### config.mk
export PLATFORM = sky130hd
export DESIGN_NAME = pwm_multicanal_flat
export DESIGN_NICKNAME = d
export VERILOG_FILES = /design/src/rtl/pwm_pkg.sv /design/src/rtl/pwm_multicanal_if.sv /design/src/rtl/pwm_prescaler.sv /design/src/rtl/pwm_multicanal.sv /design/src/flat_wrapper.sv
export SDC_FILE = /design/constraint.sdc
export NUM_CORES = 1
export LEC_CHECK = 0
export ABC_AREA = 1
export CORE_MARGIN = 2
export CORE_UTILIZATION = 53
export CTS_CLUSTER_DIAMETER = 60
export DETAILED_ROUTE_END_ITERATION = 10
export GPL_TIMING_DRIVEN = 0
export HOLD_SLACK_MARGIN = 0.08
export PLACE_DENSITY = 0.72
export SYNTH_ARGS = -nofsm -noshare
export SYNTH_HDL_FRONTEND = slang
export SYNTH_HIERARCHICAL = 1
export SYNTH_SLANG_ARGS = --single-unit
### constraint.sdc
create_clock -name clk -period 2.66 [get_ports clk]
set_clock_uncertainty 0.1 [all_clocks]
set_input_delay 0.266 -clock clk [delete_from_list [all_inputs] [get_ports clk]]
set_output_delay 0.266 -clock clk [all_outputs]
set_load 0.01 [all_outputs]
### src/rtl/pwm_pkg.sv
// Shared defaults and width helper for the multichannel PWM block.
package pwm_pkg;

  localparam int R_DEF = 8;
  localparam int N_DEF = 4;
  localparam int F_DEF = 0;

  // The result is the number of bits needed to encode v itself.
  // This lets an out-of-range channel index such as N reach the port.
  function automatic int clog2(input int v);
    int b;
    b = 1;
    for (int i = 1; i < 32; i++) begin
      if ((v >> i) != 0) b = i + 1;
    end
    return b;
  endfunction

endpackage

### src/rtl/pwm_multicanal_if.sv
// Duty-write channel: valid/ready handshake carrying a channel index and a duty value.
interface pwm_multicanal_if
  import pwm_pkg::*;
#(
  parameter int R = R_DEF,
  parameter int N = N_DEF
);
  localparam int CW = clog2(N);

  logic          wr_valid;
  logic [CW-1:0] wr_ch;
  logic [R-1:0]  wr_duty;
  logic          wr_ready;

  modport master (output wr_valid, output wr_ch, output wr_duty, input wr_ready);
  modport slave  (input wr_valid, input wr_ch, input wr_duty, output wr_ready);
endinterface

### src/rtl/pwm_prescaler.sv
// Divides clk into a one-cycle count tick every 2^(F+1) clocks while run is high.
// The tick is combinational from the registered phase counter. The phase is held at 0 when halted.
module pwm_prescaler #(
  parameter int F = 0
) (
  input  logic clk,
  input  logic reset,
  input  logic run,
  output logic enable
);

  logic [F:0] pc_q, pc_d;

  always_comb begin
    pc_d = '0;
    if (run) pc_d = pc_q + 1'b1;
  end

  always_ff @(posedge clk) begin
    if (!reset) pc_q <= '0;
    else        pc_q <= pc_d;
  end

  assign enable = run & (&pc_q);

endmodule

### src/rtl/pwm_multicanal.sv
// N-channel PWM with a shared counter and shadowed duty registers that update on the period boundary.
// pwm_out is registered with one clock of latency. wr_ready drops while a channel's shadow is still pending.
module pwm_multicanal
  import pwm_pkg::*;
#(
  parameter int R        = R_DEF,
  parameter int N        = N_DEF,
  parameter int F        = F_DEF,
  parameter int DUTY_RST = 0
) (
  input  logic             clk,
  input  logic             reset,
  input  logic             run,
  pwm_multicanal_if.slave  wr,
  output logic [N-1:0]     pwm_out,
  output logic             enable,
  output logic             period_end
);

  localparam int          CW      = clog2(N);
  localparam logic [R-1:0] CNT_MAX = '1;
  localparam logic [R-1:0] DUTY0   = R'(DUTY_RST);

  logic [R-1:0]        cnt_q, cnt_d;
  logic [N-1:0][R-1:0] act_q, act_d;
  logic [N-1:0][R-1:0] shd_q, shd_d;
  logic [N-1:0]        pend_q, pend_d;
  logic [N-1:0]        pwm_q, pwm_d;
  logic [N-1:0]        ch_sel;
  logic                ch_pend;
  logic                wr_acc;

  pwm_prescaler #(.F(F)) u_presc (
    .clk    (clk),
    .reset  (reset),
    .run    (run),
    .enable (enable)
  );

  assign period_end = enable & (cnt_q == CNT_MAX);

  // Decode the channel index. An index at or above N selects nothing and is never ready.
  always_comb begin
    ch_sel  = '0;
    ch_pend = 1'b0;
    for (int i = 0; i < N; i++) begin
      if (wr.wr_ch == CW'(i)) begin
        ch_sel[i] = 1'b1;
        ch_pend   = pend_q[i];
      end
    end
    wr.wr_ready = (|ch_sel) & (~run | ~ch_pend);
  end

  assign wr_acc = wr.wr_valid & wr.wr_ready;

  always_comb begin
    cnt_d = '0;
    if (run) cnt_d = enable ? cnt_q + 1'b1 : cnt_q;
  end

  always_comb begin
    act_d  = act_q;
    shd_d  = shd_q;
    pend_d = pend_q;
    pwm_d  = '0;
    for (int i = 0; i < N; i++) begin
      // Pending shadows commit at the boundary, or immediately once the counter halts.
      if ((period_end | ~run) & pend_q[i]) begin
        act_d[i]  = shd_q[i];
        pend_d[i] = 1'b0;
      end
      if (wr_acc & ch_sel[i]) begin
        shd_d[i] = wr.wr_duty;
        if (run) pend_d[i] = 1'b1;
        else     act_d[i]  = wr.wr_duty;
      end
      pwm_d[i] = run & (cnt_q < act_q[i]);
    end
  end

  always_ff @(posedge clk) begin
    if (!reset) begin
      cnt_q  <= '0;
      act_q  <= {N{DUTY0}};
      shd_q  <= {N{DUTY0}};
      pend_q <= '0;
      pwm_q  <= '0;
    end else begin
      cnt_q  <= cnt_d;
      act_q  <= act_d;
      shd_q  <= shd_d;
      pend_q <= pend_d;
      pwm_q  <= pwm_d;
    end
  end

  assign pwm_out = pwm_q;

endmodule
### src/flat_wrapper.sv
// flat-port wrapper written by rule: the top's interface ports become plain ports
module pwm_multicanal_flat import pwm_pkg::*;
#(
  parameter int R        = R_DEF,
  parameter int N        = N_DEF,
  parameter int F        = F_DEF,
  parameter int DUTY_RST = 0
)
  (clk, reset, run, pwm_out, enable, period_end, wr_wr_valid, wr_wr_ch, wr_wr_duty, wr_wr_ready);
  pwm_multicanal_if #(.R(R), .N(N)) wr_i ();
  input  logic clk;
  input  logic reset;
  input  logic run;
  output logic [N-1:0] pwm_out;
  output logic enable;
  output logic period_end;
  input wire logic [$bits(wr_i.wr_valid)-1:0] wr_wr_valid;
  input wire logic [$bits(wr_i.wr_ch)-1:0] wr_wr_ch;
  input wire logic [$bits(wr_i.wr_duty)-1:0] wr_wr_duty;
  output wire logic [$bits(wr_i.wr_ready)-1:0] wr_wr_ready;
  assign wr_i.wr_valid = wr_wr_valid;
  assign wr_i.wr_ch = wr_wr_ch;
  assign wr_i.wr_duty = wr_wr_duty;
  assign wr_wr_ready = wr_i.wr_ready;
  pwm_multicanal #(.R(R), .N(N), .F(F), .DUTY_RST(DUTY_RST)) u_core (.clk(clk), .reset(reset), .run(run), .wr(wr_i), .pwm_out(pwm_out), .enable(enable), .period_end(period_end));
endmodule
; ---- Yosys cells after proc, flatten, opt, wreduce, memory -nomap -nowiden
; Cells that the tools add are included.
[classes]
n_addsub = 2
magnitude_cmp = 4
eq_ne = 4
n_mux = 32
bitwise_logic = 20
reduce_logical = 3
[ops]
columns = op, count
row1 = $mux 8, 12
row2 = $lt 8x8->1, 4
row3 = $mux 1, 20
row4 = $and 1x1->1, 16
row5 = $add 8x1->8 const B, 1
row6 = $eq 8x8->1 const B, 1
row7 = $eq 3x2->1 const B, 2
row8 = $reduce_or 4->1, 1
row9 = $eq 3x1->1 const B, 1
row10 = $logic_not 3->1, 1
row11 = $not 1->1, 2
row12 = $or 1x1->1, 2
row13 = $reduce_and 2->1, 1
row14 = $add 1x1->1 const B, 1
[totals]
regBits = 81
out_inout_bits = 7
elab_cells = 77

; ---- Depth between registers and ports, before layout
; Gate-level depths: netlist (run 1).
[logic_depth]
word_depth = 11
depth_mapped = 12

; ---- By module
; Netlist (run 1), hierarchy kept.
[modules_own_cells]
columns = mod, n_inst, cells_each, area_per_inst_um2, seq_area_each_um2
row1 = pwm_multicanal, 1, 665, 4503.1, 1601.5
row2 = pwm_prescaler, 1, 5, 37.5, 20.0

; ---- Worst setup path after synthesis (run 1)
; OpenSTA, ideal clock, no wires.
[synth_timing]
kind = reg2reg
startpoint = reg u_core.cnt_q[1]
endpoint = reg u_core/act_q[16] in the netlist's numbering
arrival_ns = 1.609
t_required_ns = 2.445
slack_ns = 0.835
stages_incl_launch_ff = 12
synth_period_minus_slack_ns = 1.825
cell_sequence = dfxtp_1 ha_1 nand2_1 nor2_1 nand4_2 nand2_2 nand2_1 clkbuf_1 nand2_1 o21ai_0 o21ai_0 inv_1
[synth_between]
elab_chain_cells = 7
[synth_lines]
columns = item, line
row1 = "start, declared", pwm_multicanal.sv:24  ; logic [R-1:0] cnt_q, cnt_d;
row2 = "start signal, assigned", pwm_multicanal.sv:90  ; cnt_q <= cnt_d;
row3 = $eq 8x8->1 (*), pwm_multicanal.sv:40  ; assign period_end = enable & (cnt_q == CNT_MAX);
row4 = $and 1x1->1 (*), pwm_multicanal.sv:40
row5 = $or 1x1->1 (*), pwm_multicanal.sv:69  ; if ((period_end | ~run) & pend_q[i]) begin
row6 = $and 1x1->1 (*), pwm_multicanal.sv:69
row7 = $mux 8 (*), pwm_multicanal.sv:69
row8 = $mux 8, pwm_multicanal.sv:75  ; if (run) pend_d[i] = 1'b1;
row9 = $mux 8 (*), pwm_multicanal.sv:73  ; if (wr_acc & ch_sel[i]) begin
row10 = "end signal, assigned", pwm_multicanal.sv:85  ; act_q <= {N{DUTY0}};
row11 = "end signal, assigned", pwm_multicanal.sv:91  ; act_q <= act_d;
row12 = "end, declared", pwm_multicanal.sv:25  ; logic [N-1:0][R-1:0] act_q, act_d;
; Every way passes the cells marked *; elsewhere a longest branch is shown, timed or not.
; A chain may end at the register's enable or synchronous reset.

; ---- Worst setup path in the final report (run 1)
[layout_timing]
startpoint = reg u_core.cnt_q[1]
endpoint = out period_end
[layout_between]
elab_chain_cells = 2
[layout_lines]
columns = item, line
row1 = $eq 8x8->1, pwm_multicanal.sv:40
row2 = $and 1x1->1, pwm_multicanal.sv:40
row3 = "end, declared", flat_wrapper.sv:16  ; output logic period_end;
; No other way between the ends.

==> results.py, run 1 <==
metrics = {
    "clock_network": {
        "cts_buffer_depth": 2,
        "clk-insertion-delay-late_ns": 0.37,
        "clock-root-buffer": "clkbuf_8",
        "cts_max_level": 3,
        "cts.sinks": 81,
        "cts.clk_slew.worst_paths_ns": 0.08,
        "cts_tree": "yes",
        "ctsHoldBuffers": 0,
        "numCtsBuffers": 9,
    },
    "critical_path": {
        "rrSetupSlack_ns": 0.27,
        "r2r-start": "u_core/cnt_q[1]",
        "worstPathMaxFanout": 7,
        "cp-end-kind": "primary output",
        "path_buf_inv": 2,
        "worstPathRequired_ns": 2.29,
        "arrival_ns": 2.18,
        "cpPeakStageDelay_ns": 0.53,
        "path_cells": "ha_1 > nand2_1 > nor2_1 > nand4_4 > inv_1 > clkdlybuf4s50_1",
        "crit_family": "buffers and inverters",
        "startpoint_type": "flip-flop",
        "critical_path_class": "flip-flop to primary output",
        "crit_slowest_cell": "clkdlybuf4s50_1",
        "crit_start": "u_core/cnt_q[1]",
    },
    "place": {
        "numPortBuffers": 21,
        "place_area_um2": 4880,
        "place_congestion": 0.903,
        "dp_hpwl_mm": 8.96,
        "preCtsSetupSlack_ns": -0.119,
    },
    "synth": {
        "synthCells": 670,
        "avgSynthCellArea_um2": 6.78,
        "synth.distinct_cells": 32,
        "synth_warnings": 6,
        "syn_nets": 714,
        "ys_seq_area_share_pct": 35.7,
        "ys_ff_latch": 81,
        "syn_area_um2": 4540,
    },
    "routing": {
        "drc": 0,
        "drt-pass1-iter-count": 5,
        "routedWlPerCell_um": 15.0,
        "wl_mm": 12.1,
        "vias_per_cell": 5.31,
        "drtIter0Drc": 324,
        "route.vias.total": 4302,
        "drtAntennaViolNets": 0,
    },
    "min_path": {
        "hold_path_class": "flip-flop to flip-flop",
        "min-delay-start": "u_core/u_presc/pc_q",
    },
    "sta": {
        "period_share_pct": 95.8,
        "layout_min_cycle_time_ns": 2.55,
        "max_freq_ghz": 0.393,
        "slew_viol_final": 0,
        "finalSetupViolCount": 0,
        "layout_setup_ws_ns": 0.113,
        "slew_headroom_pct": 49.4,
        "worst_pin_slew_ns": 0.754,
        "finalHoldViolations": 0,
    },
    "final_layout": {
        "final_area_um2": 5130,
        "diodes": 0,
        "final_common_cell": "nand2_1",
        "area_delta_synth_final_pct": 13.0,
        "n_fill_cell": 791,
        "final_util_pct": 62.1,
        "nNetsFinal": 744,
        "layout-drive-gt1-share_pct": 7.52,
        "layout_common_cells": "nand2_1, inv_1, nor2_1, dfxtp_1, nand3_1",
    },
    "outcome": {
        "status": "finished, final reports clean",
    },
    "global_routing": {
        "grt_pass1_vias": 3907,
        "grt_remaining_overflow": 0,
        "grt_max_degree": 14,
        "grt_pass1_wl_mm": 19.3,
        "track_usage_pct": 27.8,
        "grt_antenna_before_repair": 0,
    },
    "pwr": {
        "pwr-share-comb_pct": 8.7,
        "p_seq_share_pct": 49.5,
        "switching_power_mw": 0.626,
        "p_total_mw": 2.50,
        "swShare_pct": 25.0,
        "leakage_nw": 2.42,
        "clkPwrFrac_pct": 41.8,
        "pwr_density_cell_nw_per_um2": 488,
        "ir_drop_mv": 0.278,
        "p_int_mw": 1.88,
    },
    "floorplanning": {
        "pin_count": 22,
        "start_util_pct": 55.0,
        "dieArea_um2": 9320,
        "core_um2": 8260,
        "die_w_um": 96.6,
        "rows": 33,
        "die_h_um": 96.6,
    },
    "run": {
        "timing.max_cap.violations": 0,
    },
}
-- area by class of cell --
type | instances | area, um2 | share of cell area, %
multi-input cells | 456 | 2390 | 46.5
flip-flops and latches | 81 | 1620 | 31.7
inverters | 109 | 409 | 7.98
repair buffers | 21 | 218 | 4.24
clock buffers | 12 | 155 | 3.03
well taps | 105 | 131 | 2.56
plain buffers | 22 | 130 | 2.54
clock inverters | 4 | 75.1 | 1.46
-- synthesized netlist by cell type --
master | n | area [um2]
nand3_1 | 36 | 180
nand4_4 | 4 | 85.1
nor2_2 | 7 | 43.8
nand2_1 | 183 | 687
inv_2 | 4 | 15.0
ha_1 | 29 | 363
o21a_1 | 4 | 30.0
xor2_1 | 1 | 8.76
dfxtp_1 | 81 | 1620
nor3_2 | 1 | 10.0
nand4_1 | 23 | 144
a211oi_1 | 4 | 30.0
a21o_1 | 4 | 30.0
o21ai_0 | 19 | 95.1
nand2_2 | 2 | 12.5
buf_6 | 4 | 45.0
inv_1 | 103 | 387
buf_1 | 1 | 3.75
nor3b_1 | 2 | 15.0
nand2_8 | 1 | 20.0
clkinv_1 | 2 | 7.51
nand3_2 | 1 | 10.0
buf_2 | 5 | 25.0
nand4_2 | 3 | 37.5
nor3_1 | 7 | 35.0
buf_4 | 3 | 22.5
o21ai_1 | 8 | 40.0
xnor2_1 | 1 | 8.76
clkbuf_1 | 11 | 41.3
nor2_4 | 1 | 11.3
nor2_1 | 80 | 300
a21oi_1 | 35 | 175
-- flip-flops by register name, indices dropped and copies added (netlist names) --
register	cells
u_core/cnt_q	8
u_core/pend_q	4
u_core/shd_q	32
u_core/u_presc/pc_q	1
u_core/pwm_out	4
u_core/act_q	32
-- cell families after synthesis --
group,Yosys count,share of synthesized area [%]
compound gates,74,8.82
xor+xnor,2,0.386
fa+ha+maj,29,7.99
buf+inv,133,12.0
flops,81,35.7
simple gates,351,35.1
-- power by group through the flow --
stage / clock network, mW / registers, mW / logic, mW
2_1_floorplan: 0 / 1.27 / 0.129
3_3_place_gp: 0 / 1.27 / 0.207
3_5_place_dp: 0 / 1.27 / 0.212
4_1_cts: 1.06 / 1.24 / 0.214
5_1_grt: 1.11 / 1.24 / 0.237
6_report: 1.05 / 1.24 / 0.217
-- worst reg2reg max path, delay by kind of cell (launching register included) --
family,cells,cell delay [ns]
DFF,1,0.45
AOI/OAI and AO/OA,2,0.26
and+or+nand+nor,6,0.94
buffers and inverters,2,0.30
adders and majority gates,1,0.24
-- per-stage QoR --
stage / setup TNS, ns / std cells / hold WS, ns
after floorplan: 0 / 670 / 0.269
after global placement: -0.159 / 796 / 0.310
after detailed placement: -0.502 / 796 / 0.314
after CTS: 0 / 812 / 0.328
after global routing: -0.00212 / 810 / 0.337
final: 0 / 810 / 0.327
-- what timing repair did --
item                                    in CTS  in global routing
gates resized for setup                      3                  4
cloned                                       0                  0
buffers inserted                             0                  0
endpoints found under the setup margin       2                  2
-- worst paths after layout --
path                                             to  depth (start not counted)
worst max-delay path                     period_end                          6
worst min-delay path            u_core/u_presc/pc_q                          1
worst max register to register     u_core/act_q[19]                         11
worst min register to register  u_core/u_presc/pc_q                          1
-- metal layers --
metal | GRT usage [%] | routed length [um] | vias up
li1 | - | - | 2179
met1 | 36.9 | 5760 | 1960
met2 | 44.8 | 5510 | 137
met3 | 5.12 | 612 | 26
met4 | 11.2 | 249 | 0
met5 | 0 | 0 | -
(Power assumes the default switching activity.)
==> run 2, diff against run 1 <==
- ABC_CLOCK_PERIOD_IN_PS: unset -> 2660
- SETUP_SLACK_MARGIN: unset -> 0.3
==> run 2 against run 1 <==
  * Critical path depth rose by 6
  * Sequential share of layout area shrank 0.062 points
  * Non-clock buffer count increased by 4
  * Critical path type is now flip-flop to flip-flop
  * Register-to-register slack improved by 0.20 ns
  * Die area is the same
  * Maximum frequency is 16% higher
  * Cell count up 0.49%
  * Core utilization grew 0.41 points
  * Largest cell class unchanged
  * Combinational power is essentially flat
  * Via count about the same
  * Critical endpoint is now u_core/act_q[16]
  * Highest routed layer unchanged
  * Largest power group unchanged
  * Power down 0.39%
==> results.py, run 2 (synthesized netlist as in run 1, its figures left out) <==
metrics = {
    "pwr": {
        "switching_power_mw": 0.618,
        "clkPwrFrac_pct": 41.7,
        "leakage_nw": 2.44,
        "p_seq_share_pct": 49.6,
        "swShare_pct": 24.8,
        "pwr-share-comb_pct": 8.7,
        "ir_drop_mv": 0.247,
        "p_int_mw": 1.88,
        "pwr_density_cell_nw_per_um2": 483,
    },
    "final_layout": {
        "layout_common_cells": "nand2_1, inv_1, nor2_1, dfxtp_1, nand3_1",
        "reg_top3": "u_core/act_q (32), u_core/shd_q (32), u_core/cnt_q (8)",
        "diodes": 0,
        "final_util_pct": 62.5,
        "area_delta_synth_final_pct": 13.7,
        "final_common_cell": "nand2_1",
        "nNetsFinal": 748,
        "layout-drive-gt1-share_pct": 8.74,
    },
    "clock_network": {
        "ctsHoldBuffers": 0,
        "cts.clk_slew.worst_paths_ns": 0.08,
        "clock-root-buffer": "clkbuf_8",
        "numCtsBuffers": 9,
        "cts.sinks": 81,
        "cts_max_level": 3,
        "cts_tree": "yes",
        "cts_buffer_depth": 2,
        "clk-insertion-delay-late_ns": 0.36,
    },
    "routing": {
        "met1_length_mm": 5.59,
        "wl_mm": 12.0,
        "vias_per_cell": 5.28,
        "drt-pass1-iter-count": 5,
        "route.met3.wl_um": 631,
        "top_layer": "met4",
        "drc": 0,
        "drtAntennaViolNets": 0,
        "route.met2.wl_mm": 5.53,
        "drtIter0Drc": 305,
        "routedWlPerCell_um": 14.8,
        "route.vias.total": 4299,
    },
    "run": {
        "timing.max_cap.violations": 0,
    },
    "sta": {
        "slew_headroom_pct": 50.8,
        "finalSetupViolCount": 0,
        "rsz0062_at_grt": "yes",
        "tns_ns": 0,
        "finalHoldViolations": 0,
        "period_share_pct": 82.4,
        "max_freq_ghz": 0.456,
        "slew_viol_final": 0,
        "worst_pin_slew_ns": 0.735,
        "layout_min_cycle_time_ns": 2.19,
        "layout_setup_ws_ns": 0.469,
    },
    "global_routing": {
        "track_usage_pct": 27.8,
        "grt_remaining_overflow": 0,
        "grt_max_degree": 14,
        "grt_antenna_before_repair": 0,
        "grt_pass1_vias": 3930,
        "grt_pass1_wl_mm": 19.3,
    },
    "floorplanning": {
        "rows": 33,
        "core_um2": 8260,
        "die_w_um": 96.6,
        "pin_count": 22,
        "die_h_um": 96.6,
        "start_util_pct": 55.0,
        "dieArea_um2": 9320,
    },
    "place": {
        "dp_hpwl_mm": 8.96,
        "place_congestion": 0.903,
        "preCtsSetupSlack_ns": -0.119,
        "numPortBuffers": 21,
    },
    "min_path": {
        "hold_path_class": "input port to flip-flop",
    },
    "critical_path": {
        "worstPathRequired_ns": 2.82,
        "cp-end-kind": "flip-flop",
        "critical_path_class": "flip-flop to flip-flop",
        "worstPathMaxFanout": 10,
        "arrival_ns": 2.35,
        "startpoint_type": "flip-flop",
    },
    "outcome": {
        "status": "finished, final reports clean",
    },
}
run 2: cell count changes in the layout (fill, tap and decap cells not counted), moves of 2 or more:
cell             before  now
clkbuf_2              0    2
clkdlybuf4s50_1      18   15
dfxtp_1              79   77
dfxtp_4               0    2
dlygate4sd2_1         0    5
dlymetal6s2s_1        3    1
run 2: area by class of cell:
type | instances | area, um2
well taps | 105 | 131
flip-flops and latches | 81 | 1630
clock buffers | 12 | 155
plain buffers | 24 | 148
multi-input cells | 456 | 2390
inverters | 109 | 409
fillers | 788 | 3100
repair buffers | 23 | 221
clock inverters | 4 | 75.1
run 2: final timing paths:
| check | start | endpoint | slack [ns] | cells after the start |
|---|---|---|---|---|
| worst max-delay path | u_core/cnt_q[1] | u_core/act_q[16] | 0.47 | 12 |
| worst min-delay path | run | u_core/u_presc/pc_q | 0.32 | 3 |
| worst max register to register | u_core/cnt_q[1] | u_core/act_q[16] | 0.47 | 12 |
| worst min register to register | u_core/u_presc/pc_q | u_core/u_presc/pc_q | 0.33 | 1 |
run 2: per-stage QoR:
step                      std cells  power, mW  hold WS (ns)  area, um2
after CTS                       814       2.51         0.312       5150
final                           814       2.49         0.316       5160
after global routing            814       2.59         0.321       5160
after detailed placement        796       1.48         0.314       4880
after global placement          796       1.47         0.310       4880
after floorplan                 670       1.39         0.269       4540
run 2: routing by layer:
| metal | up-vias | GRT usage, % |
|---|---|---|
| met2 | 135 | 45.1 |
| li1 | 2186 | - |
| met3 | 25 | 5.04 |
| met5 | - | 0 |
| met1 | 1953 | 36.5 |
| met4 | 0 | 11.5 |
run 2: what timing repair did:
| item | CTS | global route |
|---|---|---|
| pin swaps | 1 | 0 |
| gates resized for setup | 15 | 7 |
| setup endpoints to repair | 26 | 6 |
| buffers inserted | 2 | 0 |
run 2: worst max-delay path, cell delays in order (launching register included):
cell and delay (ns):
dfxtp_4 0.42, ha_2 0.21, nand2_1 0.08, nor2_2 0.15, nand4_4 0.09, buf_4 0.20, nand2_2 0.15, nand2_1 0.09
clkbuf_2 0.21, nand2_1 0.10, o21ai_0 0.08, o21ai_0 0.16, inv_1 0.05
run 2: power by group through the flow:
stage	logic, mW	registers (mW)	clock network (mW)
2_1_floorplan	0.129	1.27	0
3_3_place_gp	0.207	1.27	0
3_5_place_dp	0.212	1.27	0
4_1_cts	0.214	1.24	1.06
5_1_grt	0.238	1.24	1.11
6_report	0.217	1.24	1.04
